`src/rtl/iot_pkg.sv`:
```
// rtl/iot_pkg.sv - shared constants, state encoding and phase helper for the IOT sequencer
package iot_pkg;

  localparam logic [2:0] OPC_IOT = 3'o6;

  localparam int IOP1_B = 0;
  localparam int IOP2_B = 1;
  localparam int IOP4_B = 2;

  typedef enum logic [2:0] {
    IDLE,
    SETUP,
    PULSE,
    HOLD,
    FIN
  } state_t;

  // Lowest pending phase wins, giving the fixed IOP1 -> IOP2 -> IOP4 order.
  function automatic logic [1:0] first_phase(input logic [2:0] pend);
    if (pend[IOP1_B]) return 2'(IOP1_B);
    if (pend[IOP2_B]) return 2'(IOP2_B);
    return 2'(IOP4_B);
  endfunction

endpackage

```
`src/rtl/iot_sequencer_if.sv`:
```
// rtl/iot_sequencer_if.sv - control-unit / device-bus signal bundle of the IOT sequencer
interface iot_sequencer_if #(
  parameter int NUM_DEV = 8
);

  logic               start;
  logic [11:0]        ir;
  logic [NUM_DEV-1:0] dev_skip;
  logic [NUM_DEV-1:0] dev_sel;
  logic [2:0]         iop;
  logic               busy;
  logic               done;
  logic               skip;
  logic               nodev;

  modport master (
    output start, ir, dev_skip,
    input  dev_sel, iop, busy, done, skip, nodev
  );

  modport slave (
    input  start, ir, dev_skip,
    output dev_sel, iop, busy, done, skip, nodev
  );

endinterface

```
`src/rtl/iot_pulse_timer.sv`:
```
// rtl/iot_pulse_timer.sv - IOP strobe width counter; flags the final cycle of each pulse
module iot_pulse_timer #(
  parameter int PULSE_W = 2
) (
  input  logic i_clk,
  input  logic i_rst_n,
  input  logic i_load,
  output logic o_last
);

  localparam int              CW     = $clog2(PULSE_W + 1);
  localparam logic [CW-1:0]   LOAD_V = CW'(PULSE_W);

  logic [CW-1:0] r_cnt;

  // Holds PULSE_W on the first strobe cycle and stops at zero, so it can never wrap.
  always_ff @(posedge i_clk or negedge i_rst_n) begin
    if (!i_rst_n) begin
      r_cnt <= '0;
    end else if (i_load) begin
      r_cnt <= LOAD_V;
    end else if (r_cnt != '0) begin
      r_cnt <= r_cnt - CW'(1);
    end
  end

  assign o_last = (r_cnt == CW'(1));

endmodule

```
`src/rtl/iot_sequencer.sv`:
```
// rtl/iot_sequencer.sv - PDP-8 IOT execution sequencer: device window decode, timed IOP strobes,
// skip capture and busy/done handshake.
module iot_sequencer
  import iot_pkg::*;
#(
  parameter int DEV_BASE = 0,
  parameter int NUM_DEV  = 8,
  parameter int PULSE_W  = 2
) (
  input logic            i_clk,
  input logic            i_rst_n,
  iot_sequencer_if.slave bus
);

  localparam logic [6:0] W_LO  = 7'(DEV_BASE);
  localparam logic [6:0] W_NUM = 7'(NUM_DEV);

  state_t             r_state;
  state_t             w_state_nxt;
  logic [NUM_DEV-1:0] r_sel;
  logic [2:0]         r_pend;
  logic [1:0]         r_phase;
  logic               r_skip;
  logic               r_nodev;

  logic [6:0]         w_off;
  logic               w_hit;
  logic [NUM_DEV-1:0] w_onehot;
  logic               w_accept;
  logic               w_load;
  logic               w_last;
  logic [1:0]         w_first;

  // A code below the base wraps to >= 65 in 7 bits, so one compare covers both window edges.
  assign w_off = {1'b0, bus.ir[8:3]} - W_LO;
  assign w_hit = (bus.ir[11:9] == OPC_IOT) && (w_off < W_NUM);

  always_comb begin
    w_onehot = '0;
    for (int k = 0; k < NUM_DEV; k++) begin
      w_onehot[k] = (w_off == 7'(k));
    end
  end

  assign w_first = first_phase(r_pend);

  iot_pulse_timer #(
    .PULSE_W (PULSE_W)
  ) u_timer (
    .i_clk   (i_clk),
    .i_rst_n (i_rst_n),
    .i_load  (w_load),
    .o_last  (w_last)
  );

  always_ff @(posedge i_clk or negedge i_rst_n) begin
    if (!i_rst_n) begin
      r_state <= IDLE;
    end else begin
      r_state <= w_state_nxt;
    end
  end

  always_comb begin
    w_state_nxt = r_state;
    w_accept    = 1'b0;
    w_load      = 1'b0;
    case (r_state)
      IDLE: begin
        if (bus.start) begin
          w_accept    = 1'b1;
          w_state_nxt = w_hit ? SETUP : FIN;
        end
      end
      SETUP, HOLD: begin
        if (r_pend == 3'b000) begin
          w_state_nxt = FIN;
        end else begin
          w_load      = 1'b1;
          w_state_nxt = PULSE;
        end
      end
      PULSE: begin
        if (w_last) begin
          w_state_nxt = HOLD;
        end
      end
      FIN: begin
        w_state_nxt = IDLE;
      end
      default: begin
        w_state_nxt = IDLE;
      end
    endcase
  end

  always_ff @(posedge i_clk or negedge i_rst_n) begin
    if (!i_rst_n) begin
      r_sel   <= '0;
      r_pend  <= 3'b000;
      r_phase <= 2'd0;
      r_skip  <= 1'b0;
      r_nodev <= 1'b0;
    end else begin
      if (w_accept) begin
        r_sel   <= w_hit ? w_onehot : '0;
        r_pend  <= w_hit ? bus.ir[2:0] : 3'b000;
        r_skip  <= 1'b0;
        r_nodev <= !w_hit;
      end
      if (w_load) begin
        r_phase <= w_first;
        r_pend  <= r_pend & ~(3'b001 << w_first);
      end
      if (r_state == PULSE && w_last) begin
        r_skip <= r_skip | (|(bus.dev_skip & r_sel));
      end
      if (r_state == FIN) begin
        r_sel <= '0;
      end
    end
  end

  assign bus.dev_sel = r_sel;
  assign bus.iop     = (r_state == PULSE) ? (3'b001 << r_phase) : 3'b000;
  assign bus.busy    = (r_state != IDLE);
  assign bus.done    = (r_state == FIN);
  assign bus.skip    = r_skip;
  assign bus.nodev   = r_nodev;

endmodule

```
`src/flat_wrapper.sv`:
```
// flat-port wrapper written by rule: the top's interface ports become plain ports
module iot_sequencer_flat import iot_pkg::*;
#(
  parameter int DEV_BASE = 0,
  parameter int NUM_DEV  = 8,
  parameter int PULSE_W  = 2
)
  (i_clk, i_rst_n, bus_start, bus_ir, bus_dev_skip, bus_dev_sel, bus_iop, bus_busy, bus_done, bus_skip, bus_nodev);
  iot_sequencer_if #(.NUM_DEV(NUM_DEV)) bus_i ();
  input logic i_clk;
  input logic i_rst_n;
  input wire logic [$bits(bus_i.start)-1:0] bus_start;
  input wire logic [$bits(bus_i.ir)-1:0] bus_ir;
  input wire logic [$bits(bus_i.dev_skip)-1:0] bus_dev_skip;
  output wire logic [$bits(bus_i.dev_sel)-1:0] bus_dev_sel;
  output wire logic [$bits(bus_i.iop)-1:0] bus_iop;
  output wire logic [$bits(bus_i.busy)-1:0] bus_busy;
  output wire logic [$bits(bus_i.done)-1:0] bus_done;
  output wire logic [$bits(bus_i.skip)-1:0] bus_skip;
  output wire logic [$bits(bus_i.nodev)-1:0] bus_nodev;
  assign bus_i.start = bus_start;
  assign bus_i.ir = bus_ir;
  assign bus_i.dev_skip = bus_dev_skip;
  assign bus_dev_sel = bus_i.dev_sel;
  assign bus_iop = bus_i.iop;
  assign bus_busy = bus_i.busy;
  assign bus_done = bus_i.done;
  assign bus_skip = bus_i.skip;
  assign bus_nodev = bus_i.nodev;
  iot_sequencer #(.DEV_BASE(DEV_BASE), .NUM_DEV(NUM_DEV), .PULSE_W(PULSE_W)) u_core (.i_clk(i_clk), .i_rst_n(i_rst_n), .bus(bus_i));
endmodule
```
`config.mk`:
```
export PLATFORM = sky130hd
export DESIGN_NAME = iot_sequencer_flat
export DESIGN_NICKNAME = d
export VERILOG_FILES = /design/src/rtl/iot_pkg.sv /design/src/rtl/iot_sequencer_if.sv /design/src/rtl/iot_pulse_timer.sv /design/src/rtl/iot_sequencer.sv /design/src/flat_wrapper.sv
export SDC_FILE = /design/constraint.sdc
export NUM_CORES = 1
export LEC_CHECK = 0
export ABC_AREA = 1
export CORE_ASPECT_RATIO = 1.75
export CORE_MARGIN = 4
export CORE_UTILIZATION = 25
export CTS_CLUSTER_DIAMETER = 120
export CTS_CLUSTER_SIZE = 30
export DETAILED_ROUTE_END_ITERATION = 10
export MAX_ROUTING_LAYER = met4
export PLACE_DENSITY_LB_ADDON = 0.15
export RECOVER_POWER = 25
export SLEW_MARGIN = 20
export SYNTH_ARGS = -nofsm -noshare
export SYNTH_HDL_FRONTEND = slang
export SYNTH_SLANG_ARGS = --single-unit
```
`constraint.sdc`:
```
create_clock -name i_clk -period 3.4 [get_ports i_clk]
set_input_delay 0.68 -clock i_clk [delete_from_list [all_inputs] [get_ports i_clk]]
set_output_delay 0.68 -clock i_clk [all_outputs]
set_load 0.01 [all_outputs]
```
==> flow_metrics.tcl <==
set metrics [dict create \
    status "completed" \
    reg2reg_depth 6 \
    fin_crit_sh_pct 70.26 \
    synthCells 147 \
    synth_top_area_share_pct 45.71 \
    finalWorstSetupSlack_ns 1.011 \
    cts_setup_buffers 0 \
    tightest_slew_ns 0.9549 \
    insertedDiodeCount 0 \
    synth_nets 172 \
    synth_compound_area_share_pct 4.571 \
    path_max_fanout 6 \
    grt_pass1_wl_mm 4.878 \
    wirelength_mm 2.885 \
    placed_cells 233 \
    muxShareOfSynthArea_pct 0 \
    path_class "register to output port" \
    hold_depth 2 \
    synthArstFlopShare_pct 100.0 \
    ys_seq_area_share_pct 45.71 \
    final.setup.tns_ns 0 \
    grt_pass1_vias 1094 \
    start_util_pct 26.14 \
    io-pin-count 38 \
    grt_usage_pct 11.83 \
    cts.sink_count 20 \
    hpwl_mm 2.390 \
    finalHoldViolations 0 \
    finClkSkew_ns 0.001053 \
    cap_viol_max_count 0 \
    max_freq_mhz 418.6 \
    cts_resized 0 \
    power_uw 749.1 \
    utilization_pct 37.49 \
    rows 31 \
    cp_slowest_cell "clkdlybuf4s50_1" \
    finalSetupViolations 0 \
    cts_buffers 3 \
    core_um2 4189 \
    wl_per_cell_um 12.17 \
    hold_path_class "register to register" \
    clockRootBuffer "clkbuf_8" \
    synth-simple-area-share_pct 39.09 \
    fillers 468 \
    r2r_setup_slack_ns 1.88 \
    synth_area_leader_cell "dfrtp_1" \
    cts_hold_buf 0 \
    rsz0062_at_grt "no" \
    clk_pin_slew_ns 0.08 \
    yosys.area_share.adder_pct 2.286 \
    cp-start-kind "register" \
    crit_chain "inv_1 -> nand3_2 -> nor3_1 -> clkdlybuf4s50_1" \
    insertion_delay_ns 0.26 \
    grt_max_degree 21 \
    port_buffers 37 \
    chipWidth_um 58.03 \
    slew_headroom_pct 36.13 \
    ant_nets 0 \
    layout.nets 214 \
    drtIter0Drc 34 \
    ys_ff_latch 20 \
    power.leakage_nw 0.8071 \
    critPathMaxStageDelay_ns 0.57 \
    crit_required_ns 2.72 \
    period_needed_ns 2.389 \
    synthFlopType "dfrtp_1" \
    die_h_um 95.54 \
    synth_area_per_cell_um2 7.448 \
    slew_viol_final 0 \
    via_per_inst 4.388 \
    syn2layout_area_growth_pct 43.43 \
    vias 1040 \
    dieArea_um2 5544 \
    antenna_found_initial 0 \
    arrival_ns 1.71 \
    cp-end-kind "output port" \
    min_to "u_core.r_pend[2]$_DFFE_PN0P_" \
    holdWs_ns 0.4916 \
    yosys_warnings 0 \
    cts_max_level 1 \
    synthTopCellsByArea "dfrtp_1, nand2_1, inv_1, nand3_1, nor2_1" \
    first_pass_iters 4 \
    globalRouteOverflowTotal 0 \
    r2r_start "u_core.r_state[1]$_DFFE_PN0P_" \
    synth_top_family_by_area "simple AND/OR/NAND/NOR gates" \
    r2r-end "u_core.bus.dev_sel[1]$_DFFE_PN0P_" \
    yosysUniqueCellTypes 19 \
    irDropWorstVdd_mv 0.3335 \
    layoutNonFillerInstCount 237 \
    p_per_area_nw_per_um2 477.0 \
    fin_area_um2 1570 \
    synth_edf_count 0 \
    drc 0 \
    placed_cell_area_um2 1526 \
    dp_slack_ns 1.281 \
    drive_above_1_share_pct 5.319 \
    synth.cell_area_um2 1095 \
    hp-start "u_core.r_pend[2]$_DFFE_PN0P_" \
    gp_congestion 0.7803 \
    clockBufferDepth 2 \
    cts_tree "built" \
    synth-xor-area-share_pct 0.8000 \
]
## cells in the mapped netlist, types with 2 or more instances
cell / number
dfrtp_1: 20
inv_2: 3
nor3_1: 3
nor2_1: 13
nand2_1: 58
ha_1: 2
nor2_4: 3
a21oi_1: 3
inv_1: 19
o21ai_0: 4
nand3_1: 11
## state kept, by name, indices dropped and copies added (netlist names)
name / count
u_core.r_phase: 2
u_core.bus.skip: 1
u_core.u_timer.r_cnt: 2
u_core.bus.dev_sel: 8
u_core.bus.nodev: 1
u_core.r_state: 3
u_core.r_pend: 3
## worst max-delay path by stage
| stage | startpoint | to | slack (ns) | depth (start not counted) |
|---|---|---|---|---|
| floorplan | u_core.r_state[2]$_DFFE_PN0P_ | bus_iop[0] | 1.80 | 3 |
| global placement | u_core.r_state[2]$_DFFE_PN0P_ | bus_iop[1] | 1.34 | 4 |
| detailed placement | u_core.r_state[2]$_DFFE_PN0P_ | bus_iop[1] | 1.28 | 4 |
| CTS | u_core.r_state[2]$_DFFE_PN0P_ | bus_iop[1] | 0.97 | 4 |
| global route | u_core.r_state[0]$_DFFE_PN0P_ | bus_iop[1] | 0.89 | 4 |
| finish | u_core.r_state[0]$_DFFE_PN0P_ | bus_iop[1] | 1.01 | 4 |
## critical path: cells and delay by family, from the launching register on
| kind | cells | cell delay [ns] |
|---|---|---|
| flip-flops | 1 | 0.43 |
| buffers and inverters | 2 | 0.68 |
| AND/OR/NAND/NOR | 2 | 0.34 |
## cell families after synthesis
family / after synthesis
adders and majority gates: 2
AOI/OAI and AO/OA: 9
DFF: 20
buffers and inverters: 22
xor gates and xnor gates: 1
and+or+nand+nor: 93
## final cells by class
| class | instances | area (um^2) | share of cell area, % |
|---|---|---|---|
| timing repair buffer | 37 | 370.4 | 23.59 |
| sequential | 20 | 500.5 | 31.87 |
| inverter | 22 | 82.58 | 5.259 |
| multi-input combinational | 105 | 484.2 | 30.84 |
| tap | 49 | 61.31 | 3.904 |
| clock inverter | 1 | 30.03 | 1.912 |
| clock buffer | 3 | 41.29 | 2.629 |
## metal layers
metal  share of wire, %  up-vias  global-route usage [%]
met1                 36      477                   11.31
met2                 56       26                   22.74
met4                1.6        0                   4.642
met5                  0        -                       -
li1                   -      533                       -
met3                5.9        4                   2.033
## where the power goes
group	leakage [nW]	internal (mW)	switching, mW
registers	0.270	0.265	0.0177
logic	0.501	0.103	0.123
clock network	0.0357	0.157	0.0831
total	0.807	0.525	0.224
## layout by cell type (no fill, tap or decap)
cell,count
dlygate4sd3_1,3
nand3_2,1
nor2_4,1
nor3_4,1
nand2_1,58
inv_1,20
a21boi_0,1
nor3_1,3
a21oi_1,3
nand3_1,12
o21ai_0,4
o211ai_1,1
clkbuf_8,3
dfrtp_1,20
nand3b_1,1
inv_2,2
clkdlybuf4s50_1,34
nor2_2,1
ha_1,2
nor2_1,15
xor2_1,1
bufinv_16,1
No activity file was read; power rests on OpenSTA's default activity.
